--- src/rtl/z16_boot_pkg.sv ---
// Shared types and constants for the Z16 boot loader.
// The optional checksum stage (Z16_BOOT_CHECKSUM_EN) uses the CSUM state declared here.
package z16_boot_pkg;

  typedef enum logic [3:0] {
    MAGIC_LO,
    MAGIC_HI,
    LEN_LO,
    LEN_HI,
    DATA_LO,
    DATA_HI,
    CSUM,
    DONE,
    ERR
  } boot_state_e;

  localparam logic [7:0] MAGIC_LO_BYTE     = 8'h16;
  localparam logic [7:0] MAGIC_HI_BYTE     = 8'h5A;
  localparam int         DEFAULT_MAX_WORDS = 256;

endpackage

--- src/rtl/z16_boot_if.sv ---
// Byte-stream input and instruction-memory write port of the boot loader.
// The loader uses the slave modport; the image source / memory side uses master.
interface z16_boot_if #(
  parameter int ADDR_W = 16
);

  logic [7:0]        i_byte;
  logic              i_byte_valid;
  logic              o_byte_ready;
  logic [ADDR_W-1:0] o_imem_addr;
  logic [15:0]       o_imem_wdata;
  logic              o_imem_wen;

  modport master (
    output i_byte, i_byte_valid,
    input  o_byte_ready, o_imem_addr, o_imem_wdata, o_imem_wen
  );

  modport slave (
    input  i_byte, i_byte_valid,
    output o_byte_ready, o_imem_addr, o_imem_wdata, o_imem_wen
  );

endinterface

--- src/rtl/z16_boot_csum.sv ---
// 8-bit modulo-256 running sum of payload bytes with a compare against a received byte.
// Instantiated by z16_boot_loader only when Z16_BOOT_CHECKSUM_EN is defined.
module z16_boot_csum (
  input  logic       i_clk,
  input  logic       i_rst,
  input  logic       clr_i,
  input  logic       add_i,
  input  logic [7:0] byte_i,
  input  logic [7:0] cmp_i,
  output logic       match_o
);

  logic [7:0] sum_q;

  always_ff @(posedge i_clk) begin
    if (i_rst || clr_i) begin
      sum_q <= '0;
    end else if (add_i) begin
      sum_q <= sum_q + byte_i;
    end
  end

  assign match_o = (cmp_i == sum_q);

endmodule

--- src/rtl/z16_boot_loader.sv ---
// Framed byte-stream loader that writes little-endian 16-bit words into Z16 instruction
// memory and holds the CPU in reset until done. Define Z16_BOOT_CHECKSUM_EN for the trailing checksum byte.
module z16_boot_loader
  import z16_boot_pkg::*;
#(
  parameter int          ADDR_W    = 16,
  parameter int          MAX_WORDS = DEFAULT_MAX_WORDS,
  parameter logic [15:0] MAGIC     = {MAGIC_HI_BYTE, MAGIC_LO_BYTE}
) (
  input  logic     i_clk,
  input  logic     i_rst,
  z16_boot_if.slave bus,
  output logic     o_cpu_rst,
  output logic     o_done,
  output logic     o_err
);

  localparam logic [16:0] MAX_LEN = 17'(MAX_WORDS);

  boot_state_e       state_q;
  logic [7:0]        len_lo_q;
  logic [15:0]       len_q;
  logic [15:0]       word_idx_q;
  logic [7:0]        lo_byte_q;
  logic [ADDR_W-1:0] addr_q;
  logic [15:0]       wdata_q;
  logic              wen_q;
  logic              cpu_rst_q;
  logic              done_q;
  logic              err_q;

  logic              byte_acc;
  logic [15:0]       len_in;
  logic              len_bad;
  logic              last_word;
  logic [ADDR_W-1:0] word_addr;

  assign bus.o_byte_ready = (state_q != DONE) && (state_q != ERR);
  assign byte_acc         = bus.i_byte_valid && bus.o_byte_ready;
  assign len_in           = {bus.i_byte, len_lo_q};
  assign len_bad          = (len_in == 16'd0) || ({1'b0, len_in} > MAX_LEN);
  assign last_word        = ((word_idx_q + 16'd1) == len_q);
  // Byte address of a word wraps modulo 2^ADDR_W.
  assign word_addr        = ADDR_W'({word_idx_q, 1'b0});

`ifdef Z16_BOOT_CHECKSUM_EN
  logic csum_match;

  z16_boot_csum u_csum (
    .i_clk   (i_clk),
    .i_rst   (i_rst),
    .clr_i   (byte_acc && (state_q == LEN_HI)),
    .add_i   (byte_acc && ((state_q == DATA_LO) || (state_q == DATA_HI))),
    .byte_i  (bus.i_byte),
    .cmp_i   (bus.i_byte),
    .match_o (csum_match)
  );
`endif

  // NOTE: every register here uses non-blocking assignment and a synchronous reset branch,
  // so all state (including cpu_rst) updates together on the clock edge that samples i_rst.
  always_ff @(posedge i_clk) begin
    if (i_rst) begin
      state_q    <= MAGIC_LO;
      len_lo_q   <= '0;
      len_q      <= '0;
      word_idx_q <= '0;
      lo_byte_q  <= '0;
      addr_q     <= '0;
      wdata_q    <= '0;
      wen_q      <= 1'b0;
      cpu_rst_q  <= 1'b1;
      done_q     <= 1'b0;
      err_q      <= 1'b0;
    end else begin
      wen_q <= 1'b0;
      // Release lags entry into DONE so the last write always lands before the CPU runs.
      if (state_q == DONE) begin
        done_q    <= 1'b1;
        cpu_rst_q <= 1'b0;
      end
      if (byte_acc) begin
        case (state_q)
          MAGIC_LO: begin
            if (bus.i_byte == MAGIC[7:0]) state_q <= MAGIC_HI;
          end
          MAGIC_HI: begin
            if (bus.i_byte == MAGIC[15:8])     state_q <= LEN_LO;
            else if (bus.i_byte != MAGIC[7:0]) state_q <= MAGIC_LO;
          end
          LEN_LO: begin
            len_lo_q <= bus.i_byte;
            state_q  <= LEN_HI;
          end
          LEN_HI: begin
            len_q      <= len_in;
            word_idx_q <= '0;
            if (len_bad) begin
              state_q <= ERR;
              err_q   <= 1'b1;
            end else begin
              state_q <= DATA_LO;
            end
          end
          DATA_LO: begin
            lo_byte_q <= bus.i_byte;
            state_q   <= DATA_HI;
          end
          DATA_HI: begin
            wdata_q    <= {bus.i_byte, lo_byte_q};
            addr_q     <= word_addr;
            wen_q      <= 1'b1;
            word_idx_q <= word_idx_q + 16'd1;
            if (last_word) begin
`ifdef Z16_BOOT_CHECKSUM_EN
              state_q <= CSUM;
`else
              state_q <= DONE;
`endif
            end else begin
              state_q <= DATA_LO;
            end
          end
`ifdef Z16_BOOT_CHECKSUM_EN
          CSUM: begin
            if (csum_match) begin
              state_q <= DONE;
            end else begin
              state_q <= ERR;
              err_q   <= 1'b1;
            end
          end
`endif
          default: ;
        endcase
      end
    end
  end

  assign bus.o_imem_addr  = addr_q;
  assign bus.o_imem_wdata = wdata_q;
  assign bus.o_imem_wen   = wen_q;
  assign o_cpu_rst        = cpu_rst_q;
  assign o_done           = done_q;
  assign o_err            = err_q;

endmodule

--- src/flat_wrapper.sv ---
// flat-port wrapper written by rule: the top's interface ports become plain ports
module z16_boot_loader_flat import z16_boot_pkg::*;
#(
  parameter int          ADDR_W    = 16,
  parameter int          MAX_WORDS = DEFAULT_MAX_WORDS,
  parameter logic [15:0] MAGIC     = {MAGIC_HI_BYTE, MAGIC_LO_BYTE}
)
  (i_clk, i_rst, o_cpu_rst, o_done, o_err, bus_i_byte, bus_i_byte_valid, bus_o_byte_ready, bus_o_imem_addr, bus_o_imem_wdata, bus_o_imem_wen);
  z16_boot_if #(.ADDR_W(ADDR_W)) bus_i ();
  input  logic i_clk;
  input  logic i_rst;
  output logic o_cpu_rst;
  output logic o_done;
  output logic o_err;
  input wire logic [$bits(bus_i.i_byte)-1:0] bus_i_byte;
  input wire logic [$bits(bus_i.i_byte_valid)-1:0] bus_i_byte_valid;
  output wire logic [$bits(bus_i.o_byte_ready)-1:0] bus_o_byte_ready;
  output wire logic [$bits(bus_i.o_imem_addr)-1:0] bus_o_imem_addr;
  output wire logic [$bits(bus_i.o_imem_wdata)-1:0] bus_o_imem_wdata;
  output wire logic [$bits(bus_i.o_imem_wen)-1:0] bus_o_imem_wen;
  assign bus_i.i_byte = bus_i_byte;
  assign bus_i.i_byte_valid = bus_i_byte_valid;
  assign bus_o_byte_ready = bus_i.o_byte_ready;
  assign bus_o_imem_addr = bus_i.o_imem_addr;
  assign bus_o_imem_wdata = bus_i.o_imem_wdata;
  assign bus_o_imem_wen = bus_i.o_imem_wen;
  z16_boot_loader #(.ADDR_W(ADDR_W), .MAX_WORDS(MAX_WORDS), .MAGIC(MAGIC)) u_core (.i_clk(i_clk), .i_rst(i_rst), .bus(bus_i), .o_cpu_rst(o_cpu_rst), .o_done(o_done), .o_err(o_err));
endmodule
--- config.mk ---
export PLATFORM = sky130hd
export DESIGN_NAME = z16_boot_loader_flat
export DESIGN_NICKNAME = d
export VERILOG_FILES = /design/src/rtl/z16_boot_pkg.sv /design/src/rtl/z16_boot_if.sv /design/src/rtl/z16_boot_csum.sv /design/src/rtl/z16_boot_loader.sv /design/src/flat_wrapper.sv
export SDC_FILE = /design/constraint.sdc
export NUM_CORES = 1
export LEC_CHECK = 0
export CORE_AREA = 10 10 106 108
export CTS_BUF_LIST = sky130_fd_sc_hd__clkbuf_4 sky130_fd_sc_hd__clkbuf_8 sky130_fd_sc_hd__clkbuf_16
export DETAILED_ROUTE_END_ITERATION = 10
export DIE_AREA = 0 0 116 118
export HOLD_SLACK_MARGIN = 0.03
export MAX_ROUTING_LAYER = met4
export PLACE_DENSITY_LB_ADDON = 0.15
export RECOVER_POWER = 100
export SYNTH_ARGS = -nofsm -noshare
export SYNTH_HDL_FRONTEND = slang
export SYNTH_SLANG_ARGS = --single-unit
--- constraint.sdc ---
create_clock -name i_clk -period 5.4 [get_ports i_clk]
set_input_delay 1.08 -clock i_clk [delete_from_list [all_inputs] [get_ports i_clk]]
set_output_delay 1.08 -clock i_clk [all_outputs]
set_load 0.005 [all_outputs]
# After elaboration in Yosys (flattened, before gate mapping)
# Index checks and enable logic that the tools add are counted.
# Widths: inputs -> output; s select.
word_totals:
  regBits: 87
  out_inout_bits: 37
  elab_cells: 51
classes:
  addsub: 1
  magnitude_cmp: 1
  eq_ne: 14
  n_mux: 8
  n_bitwise: 1
  n_reduce_logical: 15
ops:
  columns: ["operator", "count"]
  rows:
  - ["$pmux 16 s2", 1]
  - ["$pmux 4 s6", 1]
  - ["$add 16x1->16 const B", 1]
  - ["$eq 16x16->1", 1]
  - ["$gt 16x9->1 const B", 1]
  - ["$logic_not 16->1", 1]
  - ["$mux 4", 4]
  - ["$eq 4x3->1 const B", 3]
  - ["$reduce_and 2->1", 5]
  - ["$eq 4x2->1 const B", 2]
  - ["$eq 8x5->1 const B", 1]
  - ["$eq 8x7->1 const B", 1]
  - ["$ne 8x5->1 const B", 1]
  - ["$reduce_bool 6->1", 1]
  - ["$eq 4x1->1 const B", 1]
  - ["$logic_not 4->1", 1]
  - ["$ne 4x3->1 const B", 1]
  - ["$ne 4x4->1 const B", 1]
  - ["$reduce_and 4->1", 1]
  - ["$ne 3x1->1 const B", 1]
  - ["$reduce_and 3->1", 1]
  - ["$logic_and 1x1->1", 2]
  - ["$mux 2", 1]
  - ["$ne 2x1->1 const B", 1]
  - ["other kinds (5)", 5]

# Logic depth before layout (Yosys ltp)
logic_depth:
  ltp_word: 5
  mapped_depth: 8

# Worst setup path after synthesis
# No wires, ideal clock.
synth_path:
  path_kind: "input-to-reg"
  start: "in bus_i_byte[3]"
  end: "reg u_core.state_q[0]"
  setup_time_ns: 0.084
  arrival_ns: 2.474
  required_ns: 5.316
  setup_slack_ns: 2.841
  cell_stages: 5
  n_path_buf: 0
  cell_sequence: "or3_4 or4_4 a211oi_1 nand2_1 o31ai_2"
synth_via:
  elab_chain_len: 3
  elab_cells_between_ends: 8
  cone_classes: "eq/ne: 5; mux: 2; reduce/logical: 1"
synth_lines:
  columns: ["element", "line_no", "source"]
  rows:
  - ["start: declaration", "flat_wrapper.sv:15", "input wire logic [$bits(bus_i.i_byte)-1:0] bus_i_byte;"]
  - ["$eq 8x7->1, or another cell as far along", "z16_boot_loader.sv:88", "if (bus.i_byte == MAGIC[15:8]) state_q <= LEN_LO;"]
  - ["$mux 4, or another cell as far along", "z16_boot_loader.sv:88", null]
  - ["$pmux 4 s6 or $reduce_and 4->1 (tied branches)", null, null]
  - ["end signal: assignment", "z16_boot_loader.sv:85", "if (bus.i_byte == MAGIC[7:0]) state_q <= MAGIC_HI;"]
  - ["end signal: assignment", "z16_boot_loader.sv:88", null]
  - ["end signal: assignment", "z16_boot_loader.sv:89", "else if (bus.i_byte != MAGIC[7:0]) state_q <= MAGIC_LO;"]
  - ["end: declaration", "z16_boot_loader.sv:20", "boot_state_e state_q;"]
# Parallel ways exist; a longest one is shown, timed or not.
# A chain may end at the register's enable or synchronous reset.

# Worst setup path after layout
layout_path:
  start: "in i_rst"
  end: "reg u_core.cpu_rst_q (netlist: u_core.o_cpu_rst)"
layout_rtl:
  columns: ["element", "line_no", "source"]
  rows:
  - ["start: declaration", "flat_wrapper.sv:11", "input logic i_rst;"]
  - ["end signal: assignment", "z16_boot_loader.sv:72", "cpu_rst_q <= 1'b1;"]
  - ["end signal: assignment", "z16_boot_loader.sv:80", "cpu_rst_q <= 1'b0;"]
  - ["end: declaration", "z16_boot_loader.sv:28", "logic cpu_rst_q;"]
# No word-level cell between the ends.

==> results.yml <==
clock_tree:
  clk_latency_ns: 0.35
  cts_root_buffer: "clkbuf_8"
  clockBufferDepth: 2
  cts_resized: 0
  postCtsSetupBuffers: 0
  cts_buffers: 9
  cts_tree: "built"
  cts.clk_slew.worst_paths_ns: 0.09
  cts_hold_repair.buffers: 0
  clock-sinks: 87
  ctsHtreeMaxLevel: 3
floorplan:
  num_rows: 35
  die_y_um: 118
  die_x_um: 116
  coreArea_um2: 9110
  ios: 48
  start_util_pct: 43.8
  die-area_um2: 13700
synth:
  syn_area_per_cell_um2: 7.77
  synth_xor_area_share_pct: 4.39
  syn_nets: 525
  synth_top_family_by_area: "simple AND/OR/NAND/NOR gates"
  yosys-top-cells-count: "nand2_1 (120), dfxtp_1 (87), a21oi_1 (67), nor2_1 (53), clkbuf_1 (26)"
  ys_seq_elements: 87
  yosys.area_share.simple_pct: 27.1
  synthCells: 513
  yosys.cell_count.top_type: "nand2_1"
  synth.top_cell.area_share_pct: 43.7
  synth_flop_cell: "dfxtp_1"
  seq_area_frac_synth_pct: 43.7
  synth_edf_count: 0
  ys_types: 58
  yosys.area_share.adder_pct: 0.314
  synth_area_leader_cell: "dfxtp_1"
  yosysWarnings: 0
  synth.cell_area_um2: 3990
  async_flop_share_pct: 0
  synth_compound_area_share_pct: 16.1
  muxShareOfSynthArea_pct: 3.51
  synth_area_leaders: "dfxtp_1 (44%), nand2_1 (11%), a21oi_1 (8.4%), nor2_1 (5.0%), mux2i_1 (3.5%)"
power:
  power_leakage_uw: 0.00177
  powerDensity_nw_per_um2: 244
  p_total_uw: 1130
  p_switching_uw: 250
  combPwrFrac_pct: 2.6
  p_int_uw: 882
  p_sw_share_pct: 22.1
  clkPwrFrac_pct: 40.8
  ir_worst_vdd_mv: 0.150
  p_seq_share_pct: 56.6
setup_path:
  critPathMaxFanout: 60
  path_class: "input port to flop"
  r2r_end: "u_core.word_idx_q[3]"
  cp.arrival_ns: 4.07
  startpoint: "i_rst"
  required_ns: 5.69
  worst_r2r_path_depth: 6
  reg2reg_setup_slack_ns: 2.79
  r2r-start: "u_core.state_q[2]"
  start_kind: "input port"
  crit_path_end_kind: "flop"
timing:
  relSlewSlack_pct: -68.3
  grt_setup_unrepaired: "false"
  fin_crit_sh_pct: 69.9
  tightest_slew_ns: 2.52
  max_freq_ghz: 0.265
  finalClockSkew_ns: 0.0123
  setup_viol: 0
  timing.final.crit_period_ns: 3.78
  hold_violations: 0
  totalNegativeSetupSlack_ns: 0
  drv_slew: 61
min_path:
  whs_path_depth: 2
  hp-start: "u_core.bus.o_imem_addr[12]"
  whs_endpoint: "u_core.bus.o_imem_addr[12]"
  hold_path.class: "flop to flop"
grt:
  grt_max_degree: 61
  grt_pass1_vias: 3457
  grt_pass1_wl_um: 17500
  grt_usage_pct: 16.1
  antenna_found_initial: 0
  grt_overflow_total: 0
final_layout:
  fin_util_pct: 50.9
  area_growth_pct: 16.2
  antenna_cells: 0
  fin_cells: 652
  num-nets-final: 548
  drive_above_1_share_pct: 5.91
placement:
  dpl.hpwl_um: 7320
  gp_congestion: 0.892
  io_buffers: 46
  dp_cells: 636
drt:
  dr.pass1.iters: 4
  drt-wirelength-per-cell_um: 15.9
  drt_iter0_markers: 261
  vias_per_cell: 5.47
  drc: 0
  wirelength_um: 10400
  vias: 3569
  ant_nets: 0
status:
  violations: "max-capacitance violations, max-slew violations"
  status: "complete, but fails checks"
flow_run:
  maxCapViolCount: 1
[registers in the layout, indices dropped and copies added (netlist names)]
signal,count
u_core.bus.o_imem_addr,15
u_core.bus.o_imem_wdata,16
u_core.bus.o_imem_wen,1
u_core.len_lo_q,8
u_core.len_q,16
u_core.lo_byte_q,8
u_core.o_cpu_rst,1
u_core.o_done,1
u_core.o_err,1
u_core.state_q,4
u_core.word_idx_q,16
[power groups by stage]
stage               clock network (µW)  registers (µW)  logic [µW]
floorplan                            0             656        14.1
global placement                     0             656        29.8
detailed placement                   0             656        29.9
CTS                                479             641        30.0
global route                       504             641        32.3
finish                             462             641        29.2
[final cells by class]
class                   count  area, µm²
fillers                   927       4480
multi-input cells         383       2050
flip-flops and latches     87       1740
repair buffers             50        477
clock buffers              12        146
well taps                 111        139
clock inverters             4       55.1
inverters                   5       18.8
[logic make-up after synthesis]
kind of cell    Yosys count
fa+ha+maj                 1
compound gates          112
mux                      14
buf+inv                  43
simple gates            235
other cells               1
xor+xnor                 20
flops                    87
[critical path, stage by stage]
cell      delay, ns
clkbuf_1       1.77
clkbuf_1       0.99
o21bai_1       0.22
[metal layers]
layer / track usage [%] / share of wire (%)
met1: 20.3 / 46
met2: 24.6 / 47
met3: 4.33 / 6.0
met4: 4.69 / 0.91
met5: - / 0
[stage by stage]
| stage | area, µm² | setup slack [ns] | hold WS, ns |
|---|---|---|---|
| after floorplan | 3990 | 2.84 | 0.432 |
| after global placement | 4440 | 1.68 | 0.438 |
| after detailed placement | 4440 | 1.59 | 0.445 |
| after CTS | 4640 | 1.96 | 0.458 |
| after global routing | 4630 | 1.16 | 0.474 |
| final | 4630 | 1.62 | 0.451 |
[layout by cell type (no fill, tap or decap), types with 3 or more instances in the layout]
master,Yosys,final
a21oi_1,67,67
a22oi_1,3,3
a31oi_1,4,4
and2_1,3,3
clkbuf_1,26,3
clkbuf_4,0,3
clkbuf_8,0,9
clkdlybuf4s50_1,0,8
dfxtp_1,87,87
dlygate4sd3_1,0,37
inv_1,5,5
mux2i_1,14,14
nand2_1,120,120
nand2b_1,3,3
nand3_1,10,10
nand4_1,5,5
nor2_1,53,53
nor3_1,12,12
nor4_1,4,4
o21ai_0,18,18
or3_1,4,4
xnor2_1,14,14
xor2_1,6,6
[worst max path at each step]
stage                       endpoint  slack (ns)  cells after the start
4_1_cts        u_core.word_idx_q[10]        1.96                      7
6_report            u_core.o_cpu_rst        1.62                      3
5_1_grt          u_core.lo_byte_q[5]        1.16                      3
2_1_floorplan      u_core.state_q[0]        2.84                      5
3_3_place_gp   u_core.word_idx_q[10]        1.68                      7
3_5_place_dp   u_core.word_idx_q[10]        1.59                      7
Power figures use the tool's default switching activity.
